## config.mk

```make
export PLATFORM = sky130hd
export DESIGN_NAME = hazard_ctrl
export DESIGN_NICKNAME = d
export VERILOG_FILES = /design/src/rtl/hazard_ctrl.sv
export SDC_FILE = /design/constraint.sdc
export NUM_CORES = 1
export LEC_CHECK = 0
export BUFFER_PORTS_ARGS = -buffer_cell sky130_fd_sc_hd__clkbuf_2
export CAP_MARGIN = 20
export CELL_PAD_IN_SITES_DETAIL_PLACEMENT = 0
export CELL_PAD_IN_SITES_GLOBAL_PLACEMENT = 1
export CORE_MARGIN = 4
export CORE_UTILIZATION = 44
export DETAILED_ROUTE_END_ITERATION = 10
export MAX_ROUTING_LAYER = met4
export PLACE_DENSITY_LB_ADDON = 0.25
export SYNTH_ARGS = -nofsm -noshare
export SYNTH_HDL_FRONTEND = slang
export SYNTH_SLANG_ARGS = --single-unit
```

## constraint.sdc

```tcl
create_clock -name clk -period 2.4 [get_ports clk]
set_input_delay 0.12 -clock clk [delete_from_list [all_inputs] [get_ports clk]]
set_output_delay 0.12 -clock clk [all_outputs]
set_load 0.005 [all_outputs]
```

## src/rtl/hazard_ctrl.sv

```systemverilog
// hazard_ctrl: tracks destination registers in flight for the five-stage RV32I
// core, selects execute-stage operand forwarding, and raises load-use stalls,
// redirect flushes and the ECALL drain/halt sequence.
module hazard_ctrl (
  input  logic        clk,
  input  logic        reset,
  input  logic [31:0] inst_d,
  input  logic        valid_d,
  input  logic        redirect,
  output logic        stall_fd,
  output logic        bubble_x,
  output logic        flush_fd,
  output logic [1:0]  fwd_rs1_sel,
  output logic [1:0]  fwd_rs2_sel,
  output logic        capture_wb,
  output logic        halted
);

  localparam logic [6:0] OP_JALR = 7'b1100111;
  localparam logic [6:0] OP_BCC  = 7'b1100011;
  localparam logic [6:0] OP_LCC  = 7'b0000011;
  localparam logic [6:0] OP_SCC  = 7'b0100011;
  localparam logic [6:0] OP_MCC  = 7'b0010011;
  localparam logic [6:0] OP_RCC  = 7'b0110011;
  localparam logic [6:0] OP_FCC  = 7'b0001111;
  localparam logic [6:0] OP_CCC  = 7'b1110011;

  // The execute slot keeps the full decode; downstream slots only need what
  // forwarding and drain detection consume (source fields are dead past X).
  typedef struct packed {
    logic       valid;
    logic [4:0] rd;
    logic       wen;
    logic       is_load;
    logic       is_ecall;
    logic [4:0] rs1;
    logic [4:0] rs2;
    logic       use1;
    logic       use2;
  } xslot_t;

  typedef struct packed {
    logic       valid;
    logic [4:0] rd;
    logic       wen;
  } pslot_t;

  typedef enum logic [1:0] {
    RUN,
    DRAIN,
    HALTED
  } state_t;

  xslot_t x_q, x_d, dec;
  pslot_t m_q, m_d, w_q, w_d, r_q, r_d;
  state_t state_q, state_d;
  logic   halted_q, halted_d;
  logic   lu;
  logic   x_ecall;

  function automatic logic [1:0] fwd_sel(input logic [4:0] rs, input logic use_rs,
                                         input pslot_t m, input pslot_t w,
                                         input pslot_t r);
    logic [1:0] sel;
    sel = 2'b00;
    if (use_rs && (rs != 5'd0)) begin
      if (m.valid && m.wen && (m.rd == rs))      sel = 2'b01;
      else if (w.valid && w.wen && (w.rd == rs)) sel = 2'b10;
      else if (r.valid && r.wen && (r.rd == rs)) sel = 2'b11;
    end
    return sel;
  endfunction

  // Decode the instruction waiting in decode into slot form.
  always_comb begin
    logic [6:0] op;
    op           = inst_d[6:0];
    dec          = '0;
    dec.valid    = 1'b1;
    dec.rd       = inst_d[11:7];
    dec.rs1      = inst_d[19:15];
    dec.rs2      = inst_d[24:20];
    dec.wen      = !((op == OP_BCC) || (op == OP_SCC) || (op == OP_FCC) ||
                     (op == OP_CCC)) && (inst_d[11:7] != 5'd0);
    dec.use1     = (op == OP_JALR) || (op == OP_BCC) || (op == OP_LCC) ||
                   (op == OP_SCC) || (op == OP_MCC) || (op == OP_RCC);
    dec.use2     = (op == OP_BCC) || (op == OP_SCC) || (op == OP_RCC);
    dec.is_load  = (op == OP_LCC);
    dec.is_ecall = (op == OP_CCC) && (inst_d[31:7] == 25'd0);
  end

  // Hazard outputs, forwarding selects and next slot contents.
  always_comb begin
    x_ecall = (state_q == RUN) && x_q.valid && x_q.is_ecall;
    lu = x_q.valid && x_q.is_load && x_q.wen && valid_d &&
         ((dec.use1 && (dec.rs1 != 5'd0) && (dec.rs1 == x_q.rd)) ||
          (dec.use2 && (dec.rs2 != 5'd0) && (dec.rs2 == x_q.rd)));

    // While ECALL sits in X the decode instruction is younger and must not
    // enter; holding it here keeps the drain at exactly three cycles. Redirect
    // is ignored in that cycle and whenever the core is not running.
    flush_fd = (state_q == RUN) && !x_ecall && redirect;
    bubble_x = (state_q != RUN) || x_ecall || redirect || lu;
    stall_fd = (state_q != RUN) || x_ecall || (lu && !redirect);

    fwd_rs1_sel = fwd_sel(x_q.rs1, x_q.valid && x_q.use1, m_q, w_q, r_q);
    fwd_rs2_sel = fwd_sel(x_q.rs2, x_q.valid && x_q.use2, m_q, w_q, r_q);
    capture_wb  = w_q.valid && w_q.wen;

    x_d = (valid_d && !bubble_x) ? dec : '0;
    m_d = '{valid: x_q.valid, rd: x_q.rd, wen: x_q.wen};
    w_d = m_q;
    r_d = w_q;
  end

  // Halt sequencing: X is always empty in DRAIN, so once M and W are empty the
  // coming edge leaves M, W and R all invalid.
  always_comb begin
    state_d = state_q;
    case (state_q)
      RUN:     if (x_q.valid && x_q.is_ecall) state_d = DRAIN;
      DRAIN:   if (!m_q.valid && !w_q.valid) state_d = HALTED;
      HALTED:  state_d = HALTED;
      default: state_d = RUN;
    endcase
    halted_d = (state_d == HALTED);
  end

  assign halted = halted_q;

  // Slot pipeline and halt state registers.
  always_ff @(posedge clk) begin
    if (reset) begin
      x_q      <= '0;
      m_q      <= '0;
      w_q      <= '0;
      r_q      <= '0;
      state_q  <= RUN;
      halted_q <= 1'b0;
    end else begin
      x_q      <= x_d;
      m_q      <= m_d;
      w_q      <= w_d;
      r_q      <= r_d;
      state_q  <= state_d;
      halted_q <= halted_d;
    end
  end

endmodule

```

Word-level counts from Yosys, hierarchy flattened
Index checks and enable logic that the tools add are counted.
{ "op_classes": {"n_addsub": 0, "n_mul": 0, "n_div": 0, "n_lt_le_gt_ge": 0, "eq_ne": 19, "shift": 0, "mux": 12, "n_bitwise": 1, "reduce_logical": 60} }
{ "ops": {"columns": ["operator", "n"], "rows": [
  ["$eq 5x5->1", 8],
  ["$logic_and 1x1->1", 31],
  ["$logic_not 25->1", 1],
  ["$reduce_bool 5->1", 5],
  ["$eq 7x7->1 const B", 3],
  ["$mux 21", 1],
  ["$mux 2", 10],
  ["$eq 7x6->1 const B", 2],
  ["$logic_or 1x1->1", 14],
  ["$eq 7x2->1 const B", 1],
  ["$eq 7x4->1 const B", 1],
  ["$eq 7x5->1 const B", 1],
  ["$logic_not 1->1", 6],
  ["$pmux 2 s3", 1],
  ["$eq 2x2->1 const B", 2],
  ["$eq 2x1->1 const B", 1],
  ["$logic_not 2->1", 1],
  ["$reduce_bool 2->1", 1],
  ["$reduce_or 2->1", 1],
  ["$not 1->1", 1]
]} }
{ "totals": {"register_bits": 45, "latch_bits": 0, "mem_bits_rw": 0, "mem_bits_ro": 0, "in_bits": 36, "n_memories": 0} }

Longest topological paths before layout
{ "logic_depth": {"depth_word": 15, "depth_mapped": 6, "mapped_depth_nobuf": 5} }

Worst setup path before layout
No wires, ideal clock.
{ "synth_path": {"path_type": "reg-to-reg", "start": "reg x_q (netlist bit m_d[2])", "end": "reg x_q[2] (netlist bit)", "setup_time_ns": 0.116, "arrival_time_ns": 1.324, "t_required_ns": 2.284, "path_slack_ns": 0.960, "path_stages_with_launch": 7, "n_path_buf": 1, "synth_period_minus_slack_ns": 1.440, "cell_sequence": "dfxtp_1 -> xnor2_1 -> nand4_1 -> nor4b_2 -> nor3_4 -> buf_6 -> and2_2"} }
{ "synth_via": {"elab_chain_cells": 9, "elab_cells_between_ends": 11} }
{ "synth_lines": {"columns": ["element", "line", "text"], "rows": [
  ["start, declared", "54", "xslot_t x_q, x_d, dec;"],
  ["start signal, assigned", "134", "x_q <= '0;"],
  ["start signal, assigned", "141", "x_q <= x_d;"],
  ["$eq 5x5->1, on equally long branches", "96, 97", null],
  ["$logic_and 1x1->1, on equally long branches", "96, 97", null],
  ["$logic_or 1x1->1 (*)", "96", "((dec.use1 && (dec.rs1 != 5'd0) && (dec.rs1 == x_q.rd)) ||"],
  ["$logic_and 1x1->1 (*)", "95", "lu = x_q.valid && x_q.is_load && x_q.wen && valid_d &&"],
  ["$logic_or 1x1->1 (*)", "103", "bubble_x = (state_q != RUN) || x_ecall || redirect || lu;"],
  ["$logic_not 1->1 (*)", "110", "x_d = (valid_d && !bubble_x) ? dec : '0;"],
  ["$logic_and 1x1->1 (*)", "110", null],
  ["$not 1->1 (no line) (*)", null, null],
  ["$reduce_or 2->1 (no line) (*)", null, null]
]} }
Mark *: on every way between the ends. The rest lies on a longest branch, timed or not.
A chain may end at the register's enable or synchronous reset.

Final worst setup path
{ "layout_path": {"start": "reg x_q (netlist bit m_d[2])", "end": "out stall_fd"} }
{ "layout_via": {"elab_chain_cells": 6, "elab_cells_between_ends": 8} }
{ "layout_lines": {"columns": ["element", "line", "text"], "rows": [
  ["$eq 5x5->1, on equally long branches", "96, 97", null],
  ["$logic_and 1x1->1, on equally long branches", "96, 97", null],
  ["$logic_or 1x1->1 (*)", "96", null],
  ["$logic_and 1x1->1 (*)", "95", null],
  ["$logic_and 1x1->1 (*)", "104", "stall_fd = (state_q != RUN) || x_ecall || (lu && !redirect);"],
  ["$logic_or 1x1->1 (*)", "104", null],
  ["end, declared", "10", "output logic stall_fd,"]
]} }
Marks and branches as above.

==> key figures <==
Run status
  – Status: finished clean

Cells and area
  – Fillers: between 400 and 500
  – Syn-to-layout area delta: 18.3%
  – Antenna diodes: 0
  – Share of cells above drive strength 1: 26.2%
  – Final #Nets: 287
  – Commonest non-fill, non-tap cell in the layout: dfxtp_1
  – Post-route non-filler standard cell count: 304
  – Commonest non-fill, non-tap cells in the layout: dfxtp_1, clkbuf_2, xor2_1

Drt
  – Routed Antenna Nets: 0
  – Routed wire length: 3.84 mm
  – Post-route DRC: 0
  – Via density: 4.86
  – Drt wl/cell: 12.6 um
  – DRT Pass-1 Iters: 4
  – Routed vias: 1477
  – Initial DRC Count: 49

Run
  – Max-cap violation count: 0

Pwr
  – Net load switching power: 306 uW
  – Sw Share: around a fifth
  – Clk pwr share: 39.5%
  – Maximum vdd drop: 0.250 mV
  – Leakage: 0.00106 uW
  – Flop pwr share: 52.9%
  – Int Pwr: ~1200 uW
  – Comb pwr share: between 7 and 8%
  – Power Density: between 600 and 700 nW/um^2

GRT
  – Number of global-route vias before repair: between 1500 and 2000
  – Tot GR Track Use: 15.9%
  – Grt ovf: 0
  – Largest net degree at the start of global routing: 26
  – First-pass GRT wire length: 6.63 mm
  – Initial antenna violation count: 0

Setup path
  – Worst Path Required: 2.28 ns
  – Crit. End Element: primary output
  – Critical Path Source Type: flop
  – Crit Path Category: reg -> out
  – CP arrival: ~1.8 ns
  – Critical Path Fanout Max: 3

Yosys
  – Synthesized cell area: 2030 sq um
  – Ys Warns: 0
  – Synth Area per Inst: 9.93 sq um
  – Post-synthesis cell count: 204
  – Unique masters post-synth: 37
  – Share of the yosys chip area belonging to registers: 44.5%
  – Net Count, Synth: 240
  – #FFs+latches synth: 45

STA
  – Crit share post-route: 79.2%
  – Period minus WS final: 1.90 ns
  – Actual slew at the worst max-slew pin: 0.527 ns
  – Max-slew headroom: 64.8%
  – Worst Skew: 0.00756 ns
  – Final hold vios: 0
  – Slew Viols, Final: 0
  – Setup TNS: 0 ns
  – RSZ-0062 raised after global routing: no
  – Fmax: between 500 and 600 MHz
  – Setup violations, final: 0

Clock tree
  – Setup Buffers After CTS: 0
  – Reg clk slew, reported paths: 0.08 ns
  – Clock root buffer: clkbuf_8
  – TritonCTS clock tree: yes
  – Post_cts resized: 0
  – H-tree depth: 2
  – CTS Sinks: 45
  – Worst-Skew Late Latency: 0.29 ns
  – TritonCTS buffer count: 5
  – Max clock buf depth: 2
  – Hold_buf cts: 0

Floorplan
  – Die area: 5750 sq um
  – Boundary Pins: between 40 and 50
  – Core area: 4410 sq um
  – Row cnt: 24
  – Die extent in y: 75.9 um
  – Die width: around 76 um
  – Initial Utilization: between 40 and 50%

Worst hold path
  – Type of the most critical hold path: in -> reg

Place
  – GP Congestion: just over 0.8
  – IO Port Bufs: 44
  – Inst Count DP: approximately 300
  – Post-detail-place hpwl: 3.23 mm
## synth_stat cells
| cell | number | area, sq um |
|---|---|---|
| a21oi_1 | 4 | 20.0 |
| dfxtp_1 | 45 | 901 |
| xor2_1 | 24 | 210 |
| and4_1 | 2 | 17.5 |
| nor2b_1 | 23 | 144 |
| nand3b_1 | 3 | 22.5 |
| and3b_1 | 1 | 8.76 |
| and2_1 | 11 | 68.8 |
| nor3b_2 | 2 | 25.0 |
| nand3_1 | 4 | 20.0 |
| and2b_2 | 1 | 8.76 |
| xnor2_1 | 16 | 140 |
| nand2b_1 | 2 | 12.5 |
| or4_4 | 1 | 11.3 |
| and2_0 | 1 | 6.26 |
| a2111oi_0 | 1 | 8.76 |
| o21ai_0 | 1 | 5.00 |
| a31oi_1 | 1 | 6.26 |
| and3_1 | 1 | 6.26 |
| buf_6 | 2 | 22.5 |
| and2_2 | 7 | 52.6 |
| a41oi_1 | 1 | 8.76 |
| or2_0 | 1 | 6.26 |
| nor4b_2 | 1 | 15.0 |
| nand4_1 | 6 | 37.5 |
| and4b_2 | 1 | 11.3 |
| nor4_1 | 7 | 43.8 |
| o211ai_1 | 2 | 15.0 |
| or3_1 | 1 | 6.26 |
| or4_1 | 3 | 22.5 |
| nor3_4 | 1 | 16.3 |
| nand2_1 | 6 | 22.5 |
| nor3_1 | 4 | 20.0 |
| nor2_1 | 11 | 41.3 |
| clkbuf_1 | 2 | 7.51 |
| nor2_4 | 1 | 11.3 |
| a211oi_1 | 3 | 22.5 |
## final cells by class
| cell class | instances | area [sq um] | area share (%) |
|---|---|---|---|
| repair buffers | 44 | 220 | 9.19 |
| flip-flops and latches | 45 | 901 | 37.6 |
| clock inverters | 1 | 30.0 | 1.25 |
| clock buffers | 7 | 86.3 | 3.60 |
| well taps | 52 | 65.1 | 2.71 |
| multi-input cells | 155 | 1090 | 45.7 |
## state kept, by name, summed over array words and instances (netlist names)
name	flops
halted	1
m_d	7
m_q	7
r_d	7
r_q	7
state_q	2
x_q	14
## stage by stage
step	hold slack, ns	instance area, sq um	util [%]	total power [uW]	setup slack [ns]
final	0.0348	2400	54.3	1460	0.498
after global placement	0.338	2280	51.7	904	0.586
after detailed placement	0.340	2280	51.7	905	0.577
after global routing	0.0354	2400	54.3	1530	0.333
after CTS	0.0279	2400	54.3	1490	0.454
after floorplan	0.192	2030	-	851	0.960
## final timing paths
check	startpoint	end	slack (ns)	cells past startpoint
max reg2reg	m_d[6]$_SDFF_PP0_	x_q[12]$_SDFF_PP0_	0.60	5
min reg2reg	r_d[0]$_SDFF_PP0_	r_q[0]$_SDFF_PP0_	0.47	1
min	inst_d[10]	m_d[4]$_SDFF_PP0_	0.03	2
max	m_d[2]$_SDFF_PP0_	stall_fd	0.50	6
## cells by family after synthesis
family,count (synthesis),synth area share (%)
AOI/OAI and AO/OA,13,4.26
xor gates and xnor gates,40,17.3
buffers and inverters,4,1.48
and+or+nand+nor,102,32.5
DFF,45,44.5
## routing by layer
| metal | GRT usage (%) | wire (um) | vias to the layer above | part of all wire [%] |
|---|---|---|---|---|
| li1 | - | - | 793 | - |
| met4 | 4.66 | 34 | 0 | 0.89 |
| met2 | 27.6 | 1890 | 42 | 49 |
| met3 | 4.62 | 217 | 3 | 5.7 |
| met1 | 17.7 | 1690 | 639 | 44 |
| met5 | - | 0 | - | 0 |
## power by group through the flow
| stage | Clock [uW] | Sequential (uW) | Combinational (uW) |
|---|---|---|---|
| detailed placement | 0 | 792 | 113 |
| finish | 578 | 774 | 111 |
| global route | 625 | 776 | 126 |
| floorplan | 0 | 788 | 62.9 |
| global placement | 0 | 792 | 112 |
| CTS | 598 | 774 | 113 |
## worst max-delay path, cell delays in order, from the launching register on
cell and delay (ns):
dfxtp_1 0.40, xnor2_1 0.15, nand4_1 0.14, nor4b_2 0.38, nor2_1 0.13, o21ai_0 0.16, clkbuf_2 0.14
Power figures use the tool's default switching activity.
